<file path="config.mk">
export PLATFORM = sky130hd
export DESIGN_NAME = lc3_wb_queue
export DESIGN_NICKNAME = d
export VERILOG_FILES = /design/src/rtl/lc3_wb_queue.sv
export SDC_FILE = /design/constraint.sdc
export NUM_CORES = 1
export LEC_CHECK = 0
export ABC_AREA = 1
export BUFFER_PORTS_ARGS = -buffer_cell sky130_fd_sc_hd__buf_2
export CAP_MARGIN = 20
export CORE_ASPECT_RATIO = 1.2
export CORE_MARGIN = 5
export CORE_UTILIZATION = 54
export DETAILED_ROUTE_END_ITERATION = 7
export GPL_ROUTABILITY_DRIVEN = 1
export PLACE_DENSITY = 0.75
export SLEW_MARGIN = 25
export SYNTH_ARGS = -nofsm -noshare
export SYNTH_HDL_FRONTEND = slang
export SYNTH_SLANG_ARGS = --single-unit
</file>
<file path="constraint.sdc">
create_clock -name clk -period 1.9 [get_ports clk]
set_input_delay 0.19 -clock clk [delete_from_list [all_inputs] [get_ports clk]]
set_output_delay 0.19 -clock clk [all_outputs]
set_load 0.03 [all_outputs]
</file>
<file path="src/rtl/lc3_wb_queue.sv">
// LC-3 writeback queue: buffers register-file writes in order, retires one per cycle,
// tracks NZP condition codes and offers a pending-write check with youngest-entry bypass.
module lc3_wb_queue #(
    parameter int DEPTH = 4
) (
    input  logic        clk,
    input  logic        rst_n,
    input  logic        req_valid,
    output logic        req_ready,
    input  logic [2:0]  req_dr,
    input  logic [15:0] req_data,
    input  logic        req_setcc,
    input  logic        rf_stall,
    output logic        wr_en,
    output logic [2:0]  write_reg,
    output logic [15:0] indata,
    output logic        cc_n,
    output logic        cc_z,
    output logic        cc_p,
    input  logic [2:0]  chk_reg,
    output logic        chk_hit,
    output logic [15:0] chk_data,
    output logic        busy
);

    localparam int AW = (DEPTH > 1) ? $clog2(DEPTH) : 1;

    logic [2:0]    dr_q    [DEPTH];
    logic [2:0]    dr_d    [DEPTH];
    logic [15:0]   data_q  [DEPTH];
    logic [15:0]   data_d  [DEPTH];
    logic          setcc_q [DEPTH];
    logic          setcc_d [DEPTH];
    logic [AW-1:0] head_q, head_d;
    logic [AW-1:0] tail_q, tail_d;
    logic [AW:0]   count_q, count_d;
    logic [2:0]    cc_q, cc_d;
    logic          push;
    logic          retire;
    logic [AW-1:0] chk_idx;

    assign busy      = (count_q != '0);
    assign req_ready = (count_q != (AW+1)'(DEPTH));
    assign wr_en     = busy && !rf_stall;
    assign push      = req_valid && req_ready;
    assign retire    = wr_en;
    assign write_reg = busy ? dr_q[head_q] : 3'd0;
    assign indata    = busy ? data_q[head_q] : 16'd0;
    assign {cc_n, cc_z, cc_p} = cc_q;

    always_comb begin
        dr_d    = dr_q;
        data_d  = data_q;
        setcc_d = setcc_q;
        head_d  = head_q;
        tail_d  = tail_q;
        count_d = count_q;
        cc_d    = cc_q;
        if (push) begin
            dr_d[tail_q]    = req_dr;
            data_d[tail_q]  = req_data;
            setcc_d[tail_q] = req_setcc;
            tail_d          = tail_q + 1'b1;
        end
        if (retire) begin
            head_d = head_q + 1'b1;
            if (setcc_q[head_q]) begin
                if (data_q[head_q][15])
                    cc_d = 3'b100;
                else if (data_q[head_q] == 16'd0)
                    cc_d = 3'b010;
                else
                    cc_d = 3'b001;
            end
        end
        case ({push, retire})
            2'b10:   count_d = count_q + 1'b1;
            2'b01:   count_d = count_q - 1'b1;
            default: count_d = count_q;
        endcase
    end

    // Walk oldest to youngest so the last match found is the one nearest the tail.
    always_comb begin
        chk_hit  = 1'b0;
        chk_data = 16'd0;
        chk_idx  = '0;
        for (int i = 0; i < DEPTH; i++) begin
            chk_idx = head_q + AW'(i);
            if (((AW+1)'(i) < count_q) && (dr_q[chk_idx] == chk_reg)) begin
                chk_hit  = 1'b1;
                chk_data = data_q[chk_idx];
            end
        end
    end

    always_ff @(posedge clk or negedge rst_n) begin
        if (!rst_n) begin
            for (int i = 0; i < DEPTH; i++) begin
                dr_q[i]    <= 3'd0;
                data_q[i]  <= 16'd0;
                setcc_q[i] <= 1'b0;
            end
            head_q  <= '0;
            tail_q  <= '0;
            count_q <= '0;
            cc_q    <= 3'b010;
        end else begin
            dr_q    <= dr_d;
            data_q  <= data_d;
            setcc_q <= setcc_d;
            head_q  <= head_d;
            tail_q  <= tail_d;
            count_q <= count_d;
            cc_q    <= cc_d;
        end
    end

endmodule

</file>
* Word level (Yosys, flattened, before mapping) *
Index checks and enable logic that the tools add are counted.

operators by class
  reduce and logical (&&, ||, !) cells = 12
  mux-type cells = 49
  bitwise operators = 5
  divide/modulo/power cells = 0
  $mul = 0
  $add $sub $neg = 6
  shift-type cells = 0
  eq/ne operators = 7
  magnitude comparators = 10

operator list
  operator             count
  $mux 16              14
  $bmux 16 s2          4
  $bwmux 64            1
  $mux 3               11
  $demux 16 s2         1
  $bmux 3 s2           4
  $logic_not 16->1     1
  $ge 3x3->1 const B   5
  $not 2->3            5
  $bwmux 12            1
  $eq 3x3->1           4
  $logic_and 1x1->1    7
  $mux 1               7
  $demux 3 s2          1
  $lt 1x3->1 const A   2
  $lt 2x3->1 const A   2
  $pmux 3 s2           1
  $add 2x1->2 const B  2
  $add 2x2->2 const B  2
  $bwmux 4             1
  $add 3x1->3 const B  1
  $lt 3x1->1 const B   1
  $ne 3x3->1 const B   1
  $reduce_bool 3->1    1
  9 further kinds      9

storage, ports and cells
  bits in writable memories = 0
  bits of input ports = 27
  memory bits (read-only) = 0
  memories = 0
  output and inout bits = 42
  logic and storage cells = 105
  register bits after elaboration = 90
  bits in latches = 0

* Logic depth before layout (Yosys ltp) *
Gate-level depths: netlist of run 1.

  depth after elaboration = 10
  depth in mapped cells = 16
  depth with buffers taken out = 14

* Worst setup path before layout of run 1 *
OpenSTA, ideal clock, no wires.

  path type = reg-to-reg
  from = reg count_q[0]
  to = reg count_q[2]
  buffers on the path = 0
  data arrival time = 2.363 ns
  cell stages (with the launch flop) = 11
  slack = -0.581 ns
  data required time = 1.782 ns
  library setup time = 0.118 ns
  period minus slack after synthesis = 2.481 ns
  cell sequence = dfrtp_1 > inv_1 > ha_1 > nand2_1 > inv_1 > nor2_1 > ha_1 > nor2_1 > o21ai_0 > xor2_1 > inv_1

between the ends
  cells in the longest elaborated chain, start to end = 4
  elaborated cells on any way between the ends = 10
  those cells by class = add/sub (2); eq/ne (3); mux (1); reduce/logical (4)

ends and longest elaborated chain
  item                                                    line  source
  start: declaration                                      36    logic [AW:0] count_q, count_d;
  start signal: assignment                                114   count_q <= count_d;
  $reduce_bool 3->1 (*)                                   42    assign busy = (count_q != '0);
  named net busy                                          23    output logic busy
  $logic_and 1x1->1 (*)                                   44    assign wr_en = busy && !rf_stall;
  named net wr_en                                         14    output logic wr_en,
  $eq 2x1->1 / $eq 2x2->1 (equally long branches)         76    case ({push, retire})
  $pmux 3 s2 / $reduce_bool 2->1 (equally long branches)  --

The timed path passes the listed nets; every way through them passes the cells marked *.
A chain may end at the register's enable or synchronous reset.

* Worst setup path in the final report of run 1 *
  from = reg head_q[0]
  to = out chk_data[3]

between the ends
  cells in the longest elaborated chain, start to end = 10
  elaborated cells on any way between the ends = 43
  those cells by class = add/sub (3); eq/ne (4); mux (28); bitwise (4); reduce/logical (4)

ends and longest elaborated chain
  item                                                                  line        source
  start: declaration                                                    34          logic [AW-1:0] head_q, head_d;
  start signal: assignment                                              104         head_q <= '0;
  start signal: assignment                                              112         head_q <= head_d;
  $add 2x1->2 / $not 2->3 (equally long branches)                       89, 90, 92
  $not 2->3 (not written as such) / $bmux 3 s2 (equally long branches)  90, 92
  $bmux 3 s2 / $mux 3 (equally long branches)                           90          if (((AW+1)'(i) < count_q) && (dr_q[chk_idx] == chk_reg)) begin
  $mux 3 (not written as such)                                          90
  $mux 3 (not written as such) / $eq 3x3->1 (equally long branches)     90
  $eq 3x3->1 / $logic_and 1x1->1 (equally long branches)                90
  $logic_and 1x1->1 / $mux 16 (equally long branches)                   90
  $mux 16 (2 in a row)                                                  90
  $mux 16 (*)                                                           90
  end: declaration                                                      22          output logic [15:0] chk_data,

Mark *: on every way between the ends. The rest lies on a longest branch, timed or not. The select of a mux whose other input is x is not followed.

==> results.json, run 1 <==
{
  "status": "finished with violations",
  "violations": "negative setup slack",
  "dp.cells": 1270,
  "ios": 69,
  "wl_per_cell_um": 18.5,
  "synth_xor_area_share_pct": 0.685,
  "viasPerCell": 5.86,
  "cpLargestDelayFamily": "simple AND/OR/NAND/NOR gates",
  "drcViolationCount": 0,
  "grt.overflow.total": 0,
  "hold_ws_ps": 147,
  "drt-initial-drc-count": 923,
  "postSynthRegisterBits": 90,
  "dpl.hpwl_um": 13000,
  "yosysSeqAreaShare_pct": 35.2,
  "whs_path_depth": 3,
  "synth.distinct_cells": 30,
  "htreeDepth": 3,
  "min_period_ps": 2730,
  "yosysWarnings": 0,
  "drv_slew": 0,
  "r2r_cells": 14,
  "crit_type": "flop to output pin",
  "timing.fmax_mhz": 366,
  "cts.root.buffer_cell": "clkbuf_16",
  "syn_inst": 1037,
  "finalHoldViolCount": 0,
  "cap_violations": 0,
  "drt-pass1-iter-count": 6,
  "initial_utilization_pct": 55.3,
  "grt_usage_pct": 28.8,
  "clk_latency_ps": 350,
  "final_common_cell": "nand2_1",
  "die_w_um": 109,
  "stdcell_count": 1331,
  "setup_ws_ps": -830,
  "path_buf_inv": 6,
  "antenna_found_initial": 0,
  "critPathSlowestCell": "dfrtp_2",
  "antenna_cells": 0,
  "min_path_type": "input pin to flop",
  "critical_path_cell_count": 18,
  "cts_inserted_buffers": 9,
  "drtAntennaViolNets": 0,
  "setup_violations": 43,
  "clock_sinks": 90,
  "clkTransAtPathRegs_ps": 70,
  "rows": 43,
  "worst_ep_arrival_time_ps": 2540,
  "drive_gt1_share_pct": 33.4,
  "slew_headroom_pct": 53.9,
  "grt_pass1_vias": 6452,
  "rsz0062_at_grt": "true",
  "final_nets": 1205,
  "layout_common_cells": "nand2_1 (342), o21ai_0 (152), inv_1 (98)",
  "crit_fanout": 8,
  "cts_max_path_buffers": 2,
  "worst_ep_required_time_ps": 1710,
  "cts_tree": "yes",
  "die_area_um2": 14100,
  "crit_top_cell": "nand2_1",
  "crit_path_start_kind": "flop",
  "post_synth.cell_area_avg_um2": 6.17,
  "netlist_area_um2": 6400,
  "synthToLayoutAreaGrowth_pct": 48.3,
  "grt_pass1_wl_um": 32500,
  "fin_skew_ps": 15.8,
  "synth_mux_area_share_pct": 0.156,
  "cp_cell_sequence": "clkinv_4, buf_12, nand2_4, nand2_4, nand2_2, nand2_1, nand2_1, nand2_2, nor2_4, buf_12, buf_12, nand3_1, nand2_1, inv_1, nand2_1, nand2_1, nand2_1, buf_6",
  "final_core_util_pct": 82.0,
  "syn_nets": 1073,
  "die_h_um": 129,
  "synth-simple-area-share_pct": 33.8,
  "dpl_worst_slack_ps": -307,
  "end_kind": "output pin",
  "gp_congestion": 0.902,
  "synth_compound_area_share_pct": 17.5,
  "synth_fa_ha_area_share_pct": 1.76,
  "grt_max_degree": 41,
  "vias": 7796,
  "portBuffers": 68,
  "synth_top_family_by_area": "simple AND/OR/NAND/NOR gates",
  "finalWirelength_um": 24700,
  "fill_cells": 652,
  "cpPeakStageDelay_ps": 460,
  "finalCritPeriodShare_pct": 144,
  "worstMarginPinSlew_ps": 684,
  "core-area_um2": 11600
}
==> flip-flops by register name (all words and copies together) (netlist names) <==
| name | flops |
|---|---|
| data_q | 64 |
| dr_q | 12 |
| setcc_q | 4 |
| cc_q | 3 |
| count_q | 3 |
| head_q | 2 |
| tail_q | 2 |
==> metrics by stage <==
stage | instance area, um^2 | TNS [ps]
floorplan | 6590 | -969
detailed placement | 7490 | -5790
finish | 9480 | -20470
CTS | 8620 | -12830
global placement | 7490 | -5070
global route | 9480 | -25020
==> path summary, 6_finish.rpt <==
| check | start | endpoint | slack, ps |
|---|---|---|---|
| worst min-delay path | req_data[8] | data_q[8] | 150 |
| worst min register to register | data_q[59] | data_q[59] | 490 |
| min in group asynchronous | rst_n | count_q[2] | 370 |
| max in group asynchronous | rst_n | data_q[52] | 960 |
| worst max-delay path | head_q[0] | chk_data[3] | -830 |
| worst max register to register | count_q[1] | count_q[2] | -310 |
==> logic make-up after synthesis <==
group | Yosys count
mux | 1
xor+xnor | 5
simple gates | 545
buf+inv | 166
compound gates | 221
fa+ha+maj | 9
flops | 90
==> what timing repair did <==
item / CTS / global route
pin swaps: 10 / 61
hold endpoints to repair: 34 / 0
hold buffers: 1 / 0
setup endpoints to repair: 39 / 70
gates resized for setup: 187 / 154
gates cloned: 6 / 9
buffers inserted: 13 / 19
==> per-layer routing <==
layer  track usage, %  vias to the layer above  part of all wire, %
li1                 -                     3541                    -
met1             42.0                     3522                   40
met2             44.1                      585                   45
met3             6.08                      148                  9.8
met4             6.75                        0                  5.1
met5                0                        -                    0
==> worst reg2reg max path, cell delays in order, from the launching register on <==
cell,delay (ps)
dfrtp_1,380
inv_2,70
buf_6,120
ha_4,160
nand2_4,80
clkinvlp_4,150
buf_6,150
buf_6,100
nor2_4,100
buf_4,140
ha_4,200
nor2_1,120
o21ai_1,100
xor2_1,160
inv_1,60
==> area by class of cell <==
| class | count | area [um^2] | share of cell area (%) |
|---|---|---|---|
| multi-input combinational | 783 | 4320 | 45.6 |
| sequential | 90 | 2250 | 23.8 |
| timing repair buffer | 180 | 2020 | 21.3 |
| inverter | 105 | 408 | 4.30 |
| clock buffer | 9 | 225 | 2.37 |
| tap | 157 | 196 | 2.07 |
| clock inverter | 7 | 62.6 | 0.660 |
==> synthesized netlist by cell type (all sizes together) <==
master  instances  area [um^2]
and3            1         6.26
xnor2           2         17.5
o21ai         217         1090
dfstp           1         26.3
ha              9          113
nor2           53          216
a21oi           2         21.3
clkbuf         32          120
xor2            3         26.3
nand3          57          285
dfrtp          89         2230
inv           105          397
and2            1         6.26
buf            29          175
mux2i           1         10.0
a21boi          1         7.51
nand4           3         18.8
o211ai          1         7.51
nand2         430         1630
Power of run 1 is not shown: default switching activity piles up to over one toggle a cycle in this logic, so the estimate is an artifact.
==> run 2, diff against run 1 <==
--- a/config.mk
+++ b/config.mk
@@ -6,7 +6,8 @@
 export NUM_CORES = 1
 export LEC_CHECK = 0
 export ABC_AREA = 1
-export BUFFER_PORTS_ARGS = -buffer_cell sky130_fd_sc_hd__buf_2
+export ABC_CLOCK_PERIOD_IN_PS = 1900
+export BUFFER_PORTS_ARGS = -buffer_cell sky130_fd_sc_hd__clkbuf_2
 export CAP_MARGIN = 20
 export CORE_ASPECT_RATIO = 1.2
 export CORE_MARGIN = 5
==> results.json, run 2 (synthesized netlist as in run 1, its figures left out) <==
{
  "cap_violations": 0,
  "end_kind": "output pin",
  "drive_gt1_share_pct": 31.2,
  "cts.root.buffer_cell": "clkbuf_16",
  "stdcell_count": 1319,
  "wl_per_cell_um": 16.5,
  "met2_usage_pct": 43.4,
  "timing.fmax_mhz": 385,
  "slew_headroom_pct": 61.5,
  "worst_ep_arrival_time_ps": 2410,
  "setup_violations": 41,
  "initial_utilization_pct": 55.3,
  "setup_ws_ps": -696,
  "dp.cells": 1276,
  "largestRegisters": "data_q: 64 flops, dr_q: 12 flops, setcc_q: 4 flops",
  "drv_slew": 0,
  "grt.overflow.total": 0,
  "dpl.hpwl_um": 13100,
  "layout_common_cells": "nand2_1 (357), o21ai_0 (151), inv_1 (97)",
  "die_h_um": 129,
  "clk_latency_ps": 350,
  "rsz0062_at_grt": "true",
  "worstMarginPinSlew_ps": 577,
  "hold_start": "req_setcc",
  "r2r_slack_ps": -230,
  "dpl_worst_slack_ps": -331,
  "drt-pass1-iter-count": 8,
  "drtAntennaViolNets": 0,
  "vias": 7322,
  "synthToLayoutAreaGrowth_pct": 43.4,
  "ios": 69,
  "die_w_um": 109,
  "use_met1_pct": 42.0,
  "crit_start": "head_q[0]",
  "clock_sinks": 90,
  "final_core_util_pct": 79.3,
  "rows": 43,
  "portBuffers": 68,
  "gp_congestion": 0.869,
  "crit_path_start_kind": "flop",
  "grt_pass1_vias": 6324,
  "crit_type": "flop to output pin",
  "fin_skew_ps": 10.1,
  "clkTransAtPathRegs_ps": 80,
  "min_path_type": "input pin to flop",
  "grt_use_met3_pct": 3.09,
  "grt_usage_pct": 28.1,
  "htreeDepth": 3,
  "crit_fanout": 7,
  "cts_tree": "yes",
  "die_area_um2": 14100,
  "worst_ep_required_time_ps": 1710,
  "grt_max_degree": 41,
  "antenna_found_initial": 0,
  "core-area_um2": 11600,
  "viasPerCell": 5.55,
  "cts_inserted_buffers": 9,
  "status": "finished with violations",
  "largest_register_ffs": 64,
  "rr_startpoint": "head_q[0]",
  "final_common_cell": "nand2_1",
  "final_nets": 1193,
  "finalCritPeriodShare_pct": 137,
  "violations": "design-rule violations, negative setup slack",
  "largest-register": "data_q",
  "top_usage_layer": "met2",
  "grt_pass1_wl_um": 31500,
  "finalWirelength_um": 21700,
  "fill_cells": 759,
  "min_period_ps": 2600,
  "hold_ws_ps": 134,
  "cts_max_path_buffers": 2,
  "drt-initial-drc-count": 812,
  "finalHoldViolCount": 0,
  "drcViolationCount": 1,
  "antenna_cells": 0
}
==> run 2: cell count changes in the layout (fill, tap and decap cells not counted), sizes merged <==
| cell | previous run | this run |
|---|---|---|
| buf | 169 | 127 |
| clkbuf | 16 | 51 |
| bufbuf | 3 | 0 |
| clkinv | 4 | 2 |
| bufinv | 0 | 1 |
| nand2 | 432 | 431 |
==> run 2: worst max-delay path, stage by stage (launching register included) <==
cell	delay, ps
dfrtp_2	440
clkinv_4	120
buf_6	140
nand2_4	60
nand2_4	70
nand2_2	90
nand2_1	70
nand2_1	80
nand2_2	70
nor2_4	120
buf_12	140
buf_8	110
nand3_2	60
nand2_1	100
inv_1	50
nand2_1	80
nand2_2	70
nand2_4	60
buf_8	110
==> run 2: layout make-up <==
class | count | area, um^2 | share of cell area (%)
inverters | 105 | 405 | 4.42
well taps | 157 | 196 | 2.14
clock inverters | 6 | 82.6 | 0.900
repair buffers | 169 | 1770 | 19.2
clock buffers | 10 | 239 | 2.61
flip-flops and latches | 90 | 2250 | 24.6
multi-input cells | 782 | 4230 | 46.1
==> run 2: path summary, 6_finish.rpt <==
| path | endpoint | cells after the start |
|---|---|---|
| hold / removal | setcc_q[2] | 3 |
| min in group asynchronous | count_q[1] | 2 |
| setup reg to reg | cc_q[0] | 12 |
| setup / recovery | chk_data[13] | 18 |
| hold reg to reg | cc_q[1] | 2 |
| max in group asynchronous | data_q[49] | 3 |
==> run 2: through the flow <==
step	setup TNS, ps	cell area [um^2]
final	-16370	9170
after global placement	-5330	7490
after global routing	-20120	9170
after detailed placement	-6070	7490
after CTS	-12720	8490
after floorplan	-969	6590
==> run 2: repair_timing <==
action / CTS / global route
setup endpoints to repair: 39 / 87
hold buffers: 1 / 0
pin swaps: 10 / 48
buffers inserted: 10 / 13
gates resized for setup: 169 / 179
hold endpoints to repair: 36 / 0
cloned: 3 / 3
==> run 2: layer usage <==
metal,vias up,share of wire (%)
li1,3515,-
met1,3341,42
met2,399,46
met3,67,8.8
met4,0,3.0
met5,-,0
Power of run 2 is left out for the same reason.
==> run 3, diff against run 2 <==
--- a/config.mk
+++ b/config.mk
@@ -5,7 +5,6 @@
 export SDC_FILE = /design/constraint.sdc
 export NUM_CORES = 1
 export LEC_CHECK = 0
-export ABC_AREA = 1
 export ABC_CLOCK_PERIOD_IN_PS = 1900
 export BUFFER_PORTS_ARGS = -buffer_cell sky130_fd_sc_hd__clkbuf_2
 export CAP_MARGIN = 20
==> results.json, run 3 <==
{
  "drcViolationCount": 0,
  "ios": 69,
  "fin_skew_ps": 6.14,
  "hold_ws_ps": 120,
  "violations": "negative setup slack",
  "initial_utilization_pct": 54.8,
  "async_flop_share_pct": 100,
  "yosysTopAreaCell": "dfrtp_1",
  "min_period_ps": 3090,
  "finalWirelength_um": 23900,
  "largest_register_ffs": 64,
  "clkTransAtPathRegs_ps": 60,
  "grt_pass1_wl_um": 30600,
  "final_nets": 782,
  "gp_congestion": 0.831,
  "cts_tree": "yes",
  "antenna_found_initial": 0,
  "vias": 5945,
  "synthToLayoutAreaGrowth_pct": 50.8,
  "status": "finished with violations",
  "post_synth.cell_area_avg_um2": 10.6,
  "setup_ws_ps": -1190,
  "synthFlopType": "dfrtp_1",
  "end_kind": "output pin",
  "die_w_um": 108,
  "core-area_um2": 11500,
  "drt-pass1-iter-count": 5,
  "drive_gt1_share_pct": 56.8,
  "largestRegisters": "data_q: 64 flops, dr_q: 12 flops, setcc_q: 4 flops",
  "finalCritPeriodShare_pct": 163,
  "cts.root.buffer_cell": "clkbuf_16",
  "synth_area_leaders": "dfrtp_1 (35%), mux2_2 (17%), mux2i_1 (15%), a21oi_1 (2.7%), o21ai_0 (2.5%)",
  "crit_type": "flop to output pin",
  "final_common_cell": "dfrtp_1",
  "syn_nets": 630,
  "setup_violations": 118,
  "worst_ep_arrival_time_ps": 2900,
  "fill_cells": 548,
  "layout_common_cells": "dfrtp_1 (87), mux2_2 (85), mux2i_1 (82)",
  "htreeDepth": 3,
  "rsz0062_at_grt": "true",
  "grt_max_degree": 49,
  "dpl_worst_slack_ps": -748,
  "netlist_top_cells_count": "mux2i_1 (95), mux2_2 (94), dfrtp_1 (89)",
  "portBuffers": 68,
  "yosysMostFrequentCell": "mux2i_1",
  "dpl.hpwl_um": 11700,
  "cts_inserted_buffers": 9,
  "rows": 43,
  "grt.overflow.total": 0,
  "min_path_type": "input pin to flop",
  "antenna_cells": 0,
  "drv_slew": 0,
  "syn_inst": 594,
  "post-synth-top-area-fraction_pct": 35.5,
  "crit_fanout": 7,
  "cts_max_path_buffers": 2,
  "clock_sinks": 90,
  "die_h_um": 128,
  "yosysWarnings": 0,
  "largest-register": "data_q",
  "slew_headroom_pct": 55.1,
  "timing.fmax_mhz": 324,
  "postSynthRegisterBits": 90,
  "cap_violations": 0,
  "drtAntennaViolNets": 0,
  "drt-initial-drc-count": 527,
  "yosysSeqAreaShare_pct": 35.9,
  "finalHoldViolCount": 0,
  "grt_pass1_vias": 5900,
  "grt_usage_pct": 28.6,
  "wl_per_cell_um": 26.4,
  "worstMarginPinSlew_ps": 673,
  "crit_path_start_kind": "flop",
  "netlist_area_um2": 6280,
  "worst_ep_required_time_ps": 1710,
  "viasPerCell": 6.55,
  "die_area_um2": 13900,
  "synth-edff-count": 0,
  "clk_latency_ps": 350,
  "synth.distinct_cells": 44
}
## run 3: changes by cell type after synthesis, sizes merged, moves of 4 or more
cell    previous run  this run
o22ai              0        16
xnor2              2        15
a21oi              2        34
clkbuf            32        28
a211oi             0        16
mux2               0        97
mux4               0         5
inv              105         6
nor2b              0         4
mux2i              1        95
o21ai            217        36
nand3             57        16
buf               29        23
nand2            430        28
## run 3: timing repair
action / CTS / global route
gates cloned: 6 / 6
pin swaps: 15 / 24
buffers inserted: 11 / 29
gates resized for setup: 121 / 196
hold buffers: 1 / 0
setup endpoints to repair: 79 / 122
hold endpoints to repair: 45 / 0
## run 3: area by class of cell
cell class              instances  area, um^2  area share (%)
inverters                       6        25.0           0.264
multi-input cells             447        4540            47.9
repair buffers                192        2140            22.6
flip-flops and latches         90        2260            23.9
well taps                     157         196            2.07
clock inverters                 5        78.8           0.832
clock buffers                  10         239            2.52
## run 3: cell families (layout without fill, tap and decap cells)
group | after synthesis | in the layout | share of synthesized area [%]
buffers and inverters | 57 | 213 | 4.68
AO/OA/AOI/OAI | 109 | 109 | 11.6
flip-flops | 90 | 90 | 35.9
AND/OR/NAND/NOR | 111 | 111 | 8.68
multiplexers | 197 | 197 | 34.3
XOR/XNOR | 21 | 21 | 3.05
adder cells (fa/ha/maj) | 9 | 9 | 1.79
## run 3: worst paths after layout
check,start,end,slack (ps),cells past startpoint
setup reg to reg,head_q[1],cc_q[1],-990,12
min in group asynchronous,rst_n,data_q[56],410,2
hold / removal,req_data[0],data_q[0],120,2
setup / recovery,head_q[0],chk_data[1],-1190,8
hold reg to reg,setcc_q[1],setcc_q[1],510,1
max in group asynchronous,rst_n,head_q[0],840,3
## run 3: worst max-delay path, stage by stage, from the launching register on
cell and delay [ps]:
dfrtp_4 470, mux4_2 560, xor2_1 190, or4_4 610
buf_12 190, nor2_2 150, a211oi_2 100, o22ai_2 110
clkbuf_8 180
## run 3: routing by layer
metal	global-route usage, %	up-vias	wire length, um
met4	15.8	0	1690
li1	-	2470	-
met2	49.3	375	11900
met5	0	-	0
met3	4.99	141	1860
met1	33.5	2959	8500
## run 3: per-stage QoR
step | utilization (%) | instance area [um^2] | std cells | TNS [ps]
after floorplan | - | 6540 | 594 | -9550
after global placement | 65.0 | 7440 | 843 | -16200
after detailed placement | 65.0 | 7440 | 843 | -17330
after CTS | 73.9 | 8470 | 875 | -27610
after global routing | 82.7 | 9470 | 907 | -37560
final | 82.7 | 9470 | 907 | -33060
Power of run 3 is left out for the same reason.
